$ cat config.mk
export PLATFORM = sky130hd
export DESIGN_NAME = edge_setup
export DESIGN_NICKNAME = d
export VERILOG_FILES = /design/src/rtl/edge_setup_pkg.sv /design/src/rtl/edge_mul.sv /design/src/rtl/edge_setup.sv
export SDC_FILE = /design/constraint.sdc
export NUM_CORES = 2
export LEC_CHECK = 0
export ABC_AREA = 1
export CORE_MARGIN = 1.5
export CORE_UTILIZATION = 40
export CTS_CLUSTER_DIAMETER = 150
export DETAILED_ROUTE_END_ITERATION = 10
export SLEW_MARGIN = 20
export SYNTH_ARGS = -nofsm -noshare
export SYNTH_HDL_FRONTEND = slang
export SYNTH_SLANG_ARGS = --single-unit
$ cat constraint.sdc
create_clock -name clk -period 15.1 [get_ports clk]
set_input_delay 3.02 -clock clk [delete_from_list [all_inputs] [get_ports clk]]
set_output_delay 3.02 -clock clk [all_outputs]
set_load 0.02 [all_outputs]
$ cat src/rtl/edge_setup_pkg.sv
// Shared raster timing constants, FSM encoding and edge vertex tables for edge_setup.
package edge_setup_pkg;

  localparam logic [9:0] H_LAST          = 10'd799;
  localparam logic [9:0] V_ACTIVE        = 10'd480;
  localparam logic [9:0] READY_LAST_LINE = 10'd522;
  localparam logic [9:0] COMMIT_LINE     = 10'd523;
  localparam logic [9:0] V_LAST          = 10'd524;
  localparam logic [3:0] CALC_LAST       = 4'd11;

  typedef enum logic [1:0] {
    IDLE = 2'd0,
    CALC = 2'd1,
    DONE = 2'd2
  } state_t;

  typedef logic signed [19:0] int20_t;
  typedef logic signed [21:0] q2_20_t;

  // Edges 0..2 belong to triangle (v0,v1,v2), edges 3..5 to triangle (v0,v2,v3).
  function automatic logic [1:0] edge_vi(input logic [2:0] e);
    case (e)
      3'd0:    return 2'd0;
      3'd1:    return 2'd1;
      3'd2:    return 2'd2;
      3'd3:    return 2'd0;
      3'd4:    return 2'd2;
      3'd5:    return 2'd3;
      default: return 2'd0;
    endcase
  endfunction

  function automatic logic [1:0] edge_vj(input logic [2:0] e);
    case (e)
      3'd0:    return 2'd1;
      3'd1:    return 2'd2;
      3'd2:    return 2'd0;
      3'd3:    return 2'd2;
      3'd4:    return 2'd3;
      3'd5:    return 2'd0;
      default: return 2'd0;
    endcase
  endfunction

endpackage

$ cat src/rtl/edge_mul.sv
// Shared setup multiplier: operands registered on load, product is the low 20 bits.
module edge_mul
  import edge_setup_pkg::*;
(
  input  logic               clk,
  input  logic               rst_n,
  input  logic               load,
  input  logic signed [19:0] a,
  input  logic signed [19:0] b,
  output logic signed [19:0] p
);

  int20_t a_r;
  int20_t b_r;

  // Operand registers, updated only while setup is stepping through products
  always_ff @(posedge clk or negedge rst_n) begin
    if (!rst_n) begin
      a_r <= 20'sd0;
      b_r <= 20'sd0;
    end else if (load) begin
      a_r <= a;
      b_r <= b;
    end else begin
      a_r <= a_r;
      b_r <= b_r;
    end
  end

  assign p = a_r * b_r;

endmodule

$ cat src/rtl/edge_setup.sv
// Per-frame triangle setup and per-line edge/barycentric stepper ahead of the rasterizer.
// Macro EDGE_SETUP_BARY_EN builds the barycentric path; without it bar_* outputs are tied to 0.
module edge_setup
  import edge_setup_pkg::*;
(
  input  logic               clk,
  input  logic               rst_n,
  input  logic [9:0]         x,
  input  logic [9:0]         y,
  input  logic               frame_valid,
  output logic               frame_ready,
  input  logic signed [19:0] x_v0,
  input  logic signed [19:0] x_v1,
  input  logic signed [19:0] x_v2,
  input  logic signed [19:0] x_v3,
  input  logic signed [19:0] y_v0,
  input  logic signed [19:0] y_v1,
  input  logic signed [19:0] y_v2,
  input  logic signed [19:0] y_v3,
  input  logic [2:0]         tri_color_in,
  input  logic signed [21:0] bar_iy_in,
  input  logic signed [21:0] bar_iz_in,
  input  logic signed [21:0] bar2_iy_in,
  input  logic signed [21:0] bar2_iz_in,
  input  logic signed [21:0] bar_iy_dy_in,
  input  logic signed [21:0] bar_iz_dy_in,
  input  logic signed [21:0] bar2_iy_dy_in,
  input  logic signed [21:0] bar2_iz_dy_in,
  input  logic signed [21:0] bar_iy_dx_in,
  input  logic signed [21:0] bar_iz_dx_in,
  input  logic signed [21:0] bar2_iy_dx_in,
  input  logic signed [21:0] bar2_iz_dx_in,
  output logic signed [19:0] y_screen_v0,
  output logic signed [19:0] y_screen_v1,
  output logic signed [19:0] y_screen_v2,
  output logic signed [19:0] y_screen_v3,
  output logic [2:0]         tri_color,
  output logic signed [19:0] e0_init_t1,
  output logic signed [19:0] e1_init_t1,
  output logic signed [19:0] e2_init_t1,
  output logic signed [19:0] e0_init_t2,
  output logic signed [19:0] e1_init_t2,
  output logic signed [19:0] e2_init_t2,
  output logic signed [21:0] bar_iy,
  output logic signed [21:0] bar_iz,
  output logic signed [21:0] bar2_iy,
  output logic signed [21:0] bar2_iz,
  output logic signed [21:0] bar_iy_dx,
  output logic signed [21:0] bar_iz_dx,
  output logic signed [21:0] bar2_iy_dx,
  output logic signed [21:0] bar2_iz_dx
);

  state_t     state_r;
  logic [3:0] step_r;
  logic       mul_vld_r;
  logic [3:0] mul_idx_r;
  logic       shadow_pending_r;
  int20_t     sh_x_r [4];
  int20_t     sh_y_r [4];
  logic [2:0] sh_color_r;
  int20_t     sh_e_r [6];
  int20_t     base_x_r [4];
  int20_t     base_y_r [4];
  logic [2:0] base_color_r;
  int20_t     base_e_r [6];
  int20_t     cur_e_r [6];

  int20_t     vin_x_s [4];
  int20_t     vin_y_s [4];
  logic [1:0] vi_s;
  logic [1:0] vj_s;
  int20_t     op_a_s;
  int20_t     op_b_s;
  int20_t     mul_p_s;
  int20_t     step_e_s [6];
  logic       accept_s;
  logic       commit_s;
  logic       advance_s;

  // Vertex input ports gathered for indexed capture
  always_comb begin
    vin_x_s[0] = x_v0;
    vin_x_s[1] = x_v1;
    vin_x_s[2] = x_v2;
    vin_x_s[3] = x_v3;
    vin_y_s[0] = y_v0;
    vin_y_s[1] = y_v1;
    vin_y_s[2] = y_v2;
    vin_y_s[3] = y_v3;
  end

  assign frame_ready = rst_n & (state_r == IDLE) & (y >= V_ACTIVE) & (y <= READY_LAST_LINE);
  assign accept_s    = frame_valid & frame_ready;
  assign commit_s    = (y == COMMIT_LINE) & (x == H_LAST);
  assign advance_s   = (x == H_LAST) & ((y < V_ACTIVE) | (y == V_LAST));

  // Operand select: even steps form (xj-xi)*yi, odd steps form (yj-yi)*xi
  always_comb begin
    vi_s   = edge_vi(step_r[3:1]);
    vj_s   = edge_vj(step_r[3:1]);
    op_a_s = 20'sd0;
    op_b_s = 20'sd0;
    if (!step_r[0]) begin
      op_a_s = sh_x_r[vj_s] - sh_x_r[vi_s];
      op_b_s = sh_y_r[vi_s];
    end else begin
      op_a_s = sh_y_r[vj_s] - sh_y_r[vi_s];
      op_b_s = sh_x_r[vi_s];
    end
  end

  // Per-line edge increment from the committed vertices
  always_comb begin
    for (int k = 0; k < 6; k++) begin
      step_e_s[k] = base_x_r[edge_vi(3'(k))] - base_x_r[edge_vj(3'(k))];
    end
  end

  edge_mul u_mul (
    .clk   (clk),
    .rst_n (rst_n),
    .load  (state_r == CALC),
    .a     (op_a_s),
    .b     (op_b_s),
    .p     (mul_p_s)
  );

  // Setup FSM: capture, twelve multiply steps, accumulate into the shadow set
  always_ff @(posedge clk or negedge rst_n) begin
    if (!rst_n) begin
      state_r          <= IDLE;
      step_r           <= 4'd0;
      mul_vld_r        <= 1'b0;
      mul_idx_r        <= 4'd0;
      shadow_pending_r <= 1'b0;
      sh_color_r       <= 3'd0;
      for (int k = 0; k < 4; k++) begin
        sh_x_r[k] <= 20'sd0;
        sh_y_r[k] <= 20'sd0;
      end
      for (int k = 0; k < 6; k++) begin
        sh_e_r[k] <= 20'sd0;
      end
    end else begin
      mul_vld_r <= 1'b0;
      case (state_r)
        IDLE: begin
          if (accept_s) begin
            for (int k = 0; k < 4; k++) begin
              sh_x_r[k] <= vin_x_s[k];
              sh_y_r[k] <= vin_y_s[k];
            end
            for (int k = 0; k < 6; k++) begin
              sh_e_r[k] <= 20'sd0;
            end
            sh_color_r <= tri_color_in;
            step_r     <= 4'd0;
            state_r    <= CALC;
          end
        end
        CALC: begin
          mul_vld_r <= 1'b1;
          mul_idx_r <= step_r;
          if (step_r == CALC_LAST) begin
            state_r <= DONE;
          end else begin
            step_r <= step_r + 4'd1;
          end
        end
        DONE: begin
          shadow_pending_r <= 1'b1;
          state_r          <= IDLE;
        end
        default: state_r <= IDLE;
      endcase
      // The product of the previous step lands one cycle after its operands were loaded
      if (mul_vld_r) begin
        for (int k = 0; k < 6; k++) begin
          if (mul_idx_r[3:1] == 3'(k)) begin
            if (mul_idx_r[0]) begin
              sh_e_r[k] <= sh_e_r[k] - mul_p_s;
            end else begin
              sh_e_r[k] <= sh_e_r[k] + mul_p_s;
            end
          end
        end
      end
      if (commit_s && shadow_pending_r) begin
        shadow_pending_r <= 1'b0;
      end
    end
  end

  // Frame-boundary commit of the shadow set and per-line edge stepping
  always_ff @(posedge clk or negedge rst_n) begin
    if (!rst_n) begin
      base_color_r <= 3'd0;
      for (int k = 0; k < 4; k++) begin
        base_x_r[k] <= 20'sd0;
        base_y_r[k] <= 20'sd0;
      end
      for (int k = 0; k < 6; k++) begin
        base_e_r[k] <= 20'sd0;
        cur_e_r[k]  <= 20'sd0;
      end
    end else if (commit_s) begin
      if (shadow_pending_r) begin
        base_color_r <= sh_color_r;
        for (int k = 0; k < 4; k++) begin
          base_x_r[k] <= sh_x_r[k];
          base_y_r[k] <= sh_y_r[k];
        end
        for (int k = 0; k < 6; k++) begin
          base_e_r[k] <= sh_e_r[k];
          cur_e_r[k]  <= sh_e_r[k];
        end
      end else begin
        for (int k = 0; k < 6; k++) begin
          cur_e_r[k] <= base_e_r[k];
        end
      end
    end else if (advance_s) begin
      for (int k = 0; k < 6; k++) begin
        cur_e_r[k] <= cur_e_r[k] + step_e_s[k];
      end
    end
  end

  assign y_screen_v0 = base_y_r[0];
  assign y_screen_v1 = base_y_r[1];
  assign y_screen_v2 = base_y_r[2];
  assign y_screen_v3 = base_y_r[3];
  assign tri_color   = base_color_r;
  assign e0_init_t1  = cur_e_r[0];
  assign e1_init_t1  = cur_e_r[1];
  assign e2_init_t1  = cur_e_r[2];
  assign e0_init_t2  = cur_e_r[3];
  assign e1_init_t2  = cur_e_r[4];
  assign e2_init_t2  = cur_e_r[5];

`ifdef EDGE_SETUP_BARY_EN
  q2_20_t bin_s [4];
  q2_20_t bdy_in_s [4];
  q2_20_t bdx_in_s [4];
  q2_20_t sh_bi_r [4];
  q2_20_t sh_bdy_r [4];
  q2_20_t sh_bdx_r [4];
  q2_20_t base_bi_r [4];
  q2_20_t base_bdy_r [4];
  q2_20_t bdx_r [4];
  q2_20_t cur_bi_r [4];

  // Barycentric input ports gathered for indexed capture
  always_comb begin
    bin_s[0]    = bar_iy_in;
    bin_s[1]    = bar_iz_in;
    bin_s[2]    = bar2_iy_in;
    bin_s[3]    = bar2_iz_in;
    bdy_in_s[0] = bar_iy_dy_in;
    bdy_in_s[1] = bar_iz_dy_in;
    bdy_in_s[2] = bar2_iy_dy_in;
    bdy_in_s[3] = bar2_iz_dy_in;
    bdx_in_s[0] = bar_iy_dx_in;
    bdx_in_s[1] = bar_iz_dx_in;
    bdx_in_s[2] = bar2_iy_dx_in;
    bdx_in_s[3] = bar2_iz_dx_in;
  end

  // Barycentric shadow capture on accept
  always_ff @(posedge clk or negedge rst_n) begin
    if (!rst_n) begin
      for (int k = 0; k < 4; k++) begin
        sh_bi_r[k]  <= 22'sd0;
        sh_bdy_r[k] <= 22'sd0;
        sh_bdx_r[k] <= 22'sd0;
      end
    end else if (accept_s) begin
      for (int k = 0; k < 4; k++) begin
        sh_bi_r[k]  <= bin_s[k];
        sh_bdy_r[k] <= bdy_in_s[k];
        sh_bdx_r[k] <= bdx_in_s[k];
      end
    end
  end

  // Barycentric commit and per-line stepping
  always_ff @(posedge clk or negedge rst_n) begin
    if (!rst_n) begin
      for (int k = 0; k < 4; k++) begin
        base_bi_r[k]  <= 22'sd0;
        base_bdy_r[k] <= 22'sd0;
        bdx_r[k]      <= 22'sd0;
        cur_bi_r[k]   <= 22'sd0;
      end
    end else if (commit_s) begin
      for (int k = 0; k < 4; k++) begin
        if (shadow_pending_r) begin
          base_bi_r[k]  <= sh_bi_r[k];
          base_bdy_r[k] <= sh_bdy_r[k];
          bdx_r[k]      <= sh_bdx_r[k];
          cur_bi_r[k]   <= sh_bi_r[k];
        end else begin
          cur_bi_r[k] <= base_bi_r[k];
        end
      end
    end else if (advance_s) begin
      for (int k = 0; k < 4; k++) begin
        cur_bi_r[k] <= cur_bi_r[k] + base_bdy_r[k];
      end
    end
  end

  assign bar_iy     = cur_bi_r[0];
  assign bar_iz     = cur_bi_r[1];
  assign bar2_iy    = cur_bi_r[2];
  assign bar2_iz    = cur_bi_r[3];
  assign bar_iy_dx  = bdx_r[0];
  assign bar_iz_dx  = bdx_r[1];
  assign bar2_iy_dx = bdx_r[2];
  assign bar2_iz_dx = bdx_r[3];
`else
  logic unused_bary_s;
  assign unused_bary_s = ^{bar_iy_in, bar_iz_in, bar2_iy_in, bar2_iz_in,
                           bar_iy_dy_in, bar_iz_dy_in, bar2_iy_dy_in, bar2_iz_dy_in,
                           bar_iy_dx_in, bar_iz_dx_in, bar2_iy_dx_in, bar2_iz_dx_in};

  assign bar_iy     = 22'sd0;
  assign bar_iz     = 22'sd0;
  assign bar2_iy    = 22'sd0;
  assign bar2_iz    = 22'sd0;
  assign bar_iy_dx  = 22'sd0;
  assign bar_iz_dx  = 22'sd0;
  assign bar2_iy_dx = 22'sd0;
  assign bar2_iz_dx = 22'sd0;
`endif

endmodule
==> reports/metrics.sh <==
RUN_STATUS='finished clean'
DESIGN.FINAL.NETS=8971
DRCVIOLATIONCOUNT=0
PLACEMENTROWS=138
SYNTHESIS.AREA_PER_INSTANCE_UM2=7.392
TIMING.FMAX_MHz=121.8
SYNTH.MUX.AREA_FRACTION_PCT=0
CLOCK_SKEW_PS=45.52
CTS_SINKS=738
HP_CLASS='reg -> reg'
YOSYSWARNINGS=0
WORSTMARGINPINSLEW_PS=1090
CP.ARRIVAL_PS=8790
IOPINCOUNT=830
FINAL-HOLD-VIOLATION-COUNT=0
LENGTH_OF_THE_FIRST_DETAILED_ROUTING_PASS_IN_ITERATIONS=9
TOTALNEGATIVESETUPSLACK_PS=0
SYN_INST=7709
GRT_PASS1_VIAS=48040
GRT-OVFL-TOTAL=0
LAYOUT_MIN_CYCLE_TIME_PS=8210
SYNTH_MOST_COMMON_CELL='nand2_1'
DETAIL_ROUTE.ITER0.VIOLATIONS=5610
TIMING_WORST_SETUP_PATH_TYPE='reg -> reg'
ANTENNA_VIOLATING_NETS_POST_ROUTE=0
PLACE_WS_PS=6504
MAX_CAP_VIOLATIONS=0
CTS-RESIZED-GATES=0
TRITONCTS='yes'
CLK_PIN_SLEW_WORST_PATHS_PS=60
PROPORTION_OF_SYNTHESIZED_FLIP_FLOPS_HAVING_ASYNCHRONOUS_SET_OR_RESET_PCT=100.0
CTS-HTREE-LEVELS=3
GLOBAL_PLACER_S_FINAL_WEIGHTED_CONGESTION=0.9734
FINALSETUPVIOLATIONS=0
SYNTH.TOP_CELLS.BY_COUNT='nand2_1 (2165), inv_1 (1245), o21ai_0 (872)'
FIN_CRIT_SHARE_PCT=54.37
LAYOUT-AREA-OVERHEAD-VS-SYNTH_PCT=13.94
CTS_ROOT_BUF='clkbuf_16'
ANTENNA_FOUND_INITIAL=9
POST_CTS_BUFFERS=0
SYNTH_TOP_AREA_SHARE_PCT=32.41
GRT_FIRST_PASS_WIRELENGTH_UM=305300
POST_DETAILED_ROUTE_VIA_TO_CELL_RATIO=5.280
YS_FF_LATCH=738
CRITICAL_PATH.MOST_COMMON_CELL='nand2_1'
CP.REQUIRED_PS=15680
TIMING.CRITICAL_PATH.TO_TYPE='register'
ROUTED_WL_UM=206900
FP.COREAREA_UM2=141400
POST-SYNTH-TOP-AREA-CELL='dfrtp_1'
CLOCK_LATENCY_PS=730
TRACK_USAGE_PCT=27.99
START_UTIL_PCT=40.29
SEQUENTIAL_AREA_SHARE_AFTER_SYNTHESIS_PCT=32.41
CTS_INSERTED_BUFFERS=89
GRT_START_MAX_NET_PINS=147
POSTCTSHOLDBUFS=0
WORST-PATH-MAX-FANOUT=19
FINAL_REPORT_MAX_SLEW_VIOLATION_COUNT=0
POST_SYNTH_NUM_CELL_TYPES=51
POST_SYNTH_AND_OR_NAND_NOR_AREA_FRACTION_PCT=21.05
MAX-CLOCK-PATH-BUFFERS=3
WORST_CASE_HEADROOM_TO_THE_MAX_SLEW_LIMIT_PCT=26.57
CRITPATHMAXSTAGEDELAY_PS=690
WORST_HOLD_PATH.NUM_CELLS=2
SYNTH_AREA_IN_XOR_XNOR_PCT=2.490
SYNTH_EDF_COUNT=0
RSZ0062_AT_GRT='false'
NUMBER_OF_CELLS_ON_THE_WORST_REG_TO_REG_PATH=36
SYNTH_COMPOUND_AREA_SHARE_PCT=14.86
FP.DIEW_UM=380.4
POST-ROUTE-WORST-SETUP-SLACK_PS=6890
SYNTHTOPCELLSBYAREA='dfrtp_1 (32%), nand2_1 (14%), fa_1 (9.1%), inv_1 (8.2%), o21ai_0 (7.7%)'
STARTPOINT_TYPE='register'
DRT-WIRELENGTH-PER-CELL_UM=20.91
YS_DOMINANT_REG_CELL='dfrtp_1'
NUMPORTBUFFERS=389
PROPORTION_OF_LAYOUT_CELLS_WITH_A_DRIVE_SUFFIX_ABOVE_1_PCT=4.222
SYNTH_AREA_UM2=56980
HPWL_UM=161800
CRITICAL-PATH-SLOWEST-CELL='dfrtp_1'
YOSYS.AREA_SHARE.ADDER_PCT=16.32
FLOORPLAN.DIE_AREA_UM2=144700
SYNTH_TOP_FAMILY_BY_AREA='simple AND/OR/NAND/NOR gates'
DIE_H_UM=380.4
NUM_VIAS=52260
flip-flops by register name, indices dropped and copies added (netlist names):
| register | flops |
|---|---|
| base_e_r | 120 |
| base_x_r | 80 |
| e0_init_t1 | 20 |
| e0_init_t2 | 20 |
| e1_init_t1 | 20 |
| e1_init_t2 | 20 |
| e2_init_t1 | 20 |
| e2_init_t2 | 20 |
| mul_idx_r | 4 |
| mul_vld_r | 1 |
| sh_color_r | 3 |
| sh_e_r | 120 |
| sh_x_r | 80 |
| sh_y_r | 80 |
| shadow_pending_r | 1 |
| state_r | 2 |
| step_r | 4 |
| tri_color | 3 |
| u_mul.a_r | 20 |
| u_mul.b_r | 20 |
| y_screen_v0 | 20 |
| y_screen_v1 | 20 |
| y_screen_v2 | 20 |
| y_screen_v3 | 20 |
per-stage QoR:
stage / cells / hold WS (ps) / area [µm²] / util (%)
CTS: 9895 / 472.4 / 64910 / 45.90
detailed placement: 9732 / 458.5 / 61900 / 43.77
finish: 9898 / 470.2 / 64920 / 45.91
global route: 9895 / 489.6 / 64920 / 45.91
global placement: 9732 / 453.2 / 61900 / 43.77
floorplan: 7884 / 442.2 / 57640 / -
routing by layer:
layer / vias up / share of wire, % / global-route usage (%)
li1: 24590 / - / -
met1: 25150 / 46 / 42.49
met2: 2277 / 41 / 39.89
met3: 243 / 10 / 5.667
met4: 4 / 2.5 / 7.578
met5: - / 0.011 / 0
critical path: cells and delay by family (launching register included):
family | cells | cell delay [ps]
AOI/OAI and AO/OA | 4 | 990
xor gates and xnor gates | 1 | 380
adders and majority gates | 9 | 3750
buffers and inverters | 8 | 750
DFF | 1 | 690
and+or+nand+nor | 14 | 1500
cell families (layout without fill, tap and decap cells):
logic type,count (synthesis),count (layout)
and+or+nand+nor,2905,2905
AOI/OAI and AO/OA,1547,1547
DFF,738,738
adders and majority gates,588,588
other,1,179
buffers and inverters,1768,1889
xor gates and xnor gates,162,162
placed cells by master, fill, tap and decap left out, types with 7 or more instances in the layout:
master / count
nand2_1: 2159
inv_1: 1240
o21ai_0: 870
dfrtp_1: 737
clkdlybuf4s50_1: 388
a21oi_1: 374
ha_1: 329
nand3_1: 269
fa_1: 259
nor2_1: 243
conb_1: 176
o211ai_1: 93
clkbuf_16: 92
xor2_1: 83
a31oi_1: 81
xnor2_1: 79
nor3_1: 55
buf_4: 54
nand4_1: 41
inv_2: 34
o31ai_1: 32
nand3_2: 29
nand2_2: 27
clkbuf_1: 24
o221ai_1: 21
clkbuf_8: 21
nor3b_1: 15
a221oi_1: 14
clkinv_2: 14
or2_2: 12
o2111ai_1: 11
a32o_1: 11
nor2_2: 10
a21boi_0: 9
and2_1: 8
a21o_1: 8
nor2_4: 7
clkinv_1: 7
o21ai_1: 7
final timing paths:
path	from	end	slack [ps]
setup reg to reg	u_mul.b_r[2]	sh_e_r[119]	6890
setup / recovery	u_mul.b_r[2]	sh_e_r[119]	6890
min in group asynchronous	rst_n	y_screen_v1[19]	2280
hold / removal	base_e_r[19]	base_e_r[19]	470
max in group asynchronous	rst_n	base_x_r[7]	9130
hold reg to reg	base_e_r[19]	base_e_r[19]	470
area by class of cell:
cell class / count / area [µm²]
clock buffer: 137 / 2681
multi-input combinational: 5378 / 31920
antenna: 3 / 7.507
tap: 1890 / 2365
clock inverter: 26 / 330.3
fill: 14210 / 76490
timing repair buffer: 444 / 4324
inverter: 1282 / 4820
sequential: 738 / 18470
Power is left out: the tool's default activity adds up to more than one toggle a clock period on the data nets, which glitch-free logic cannot reach.
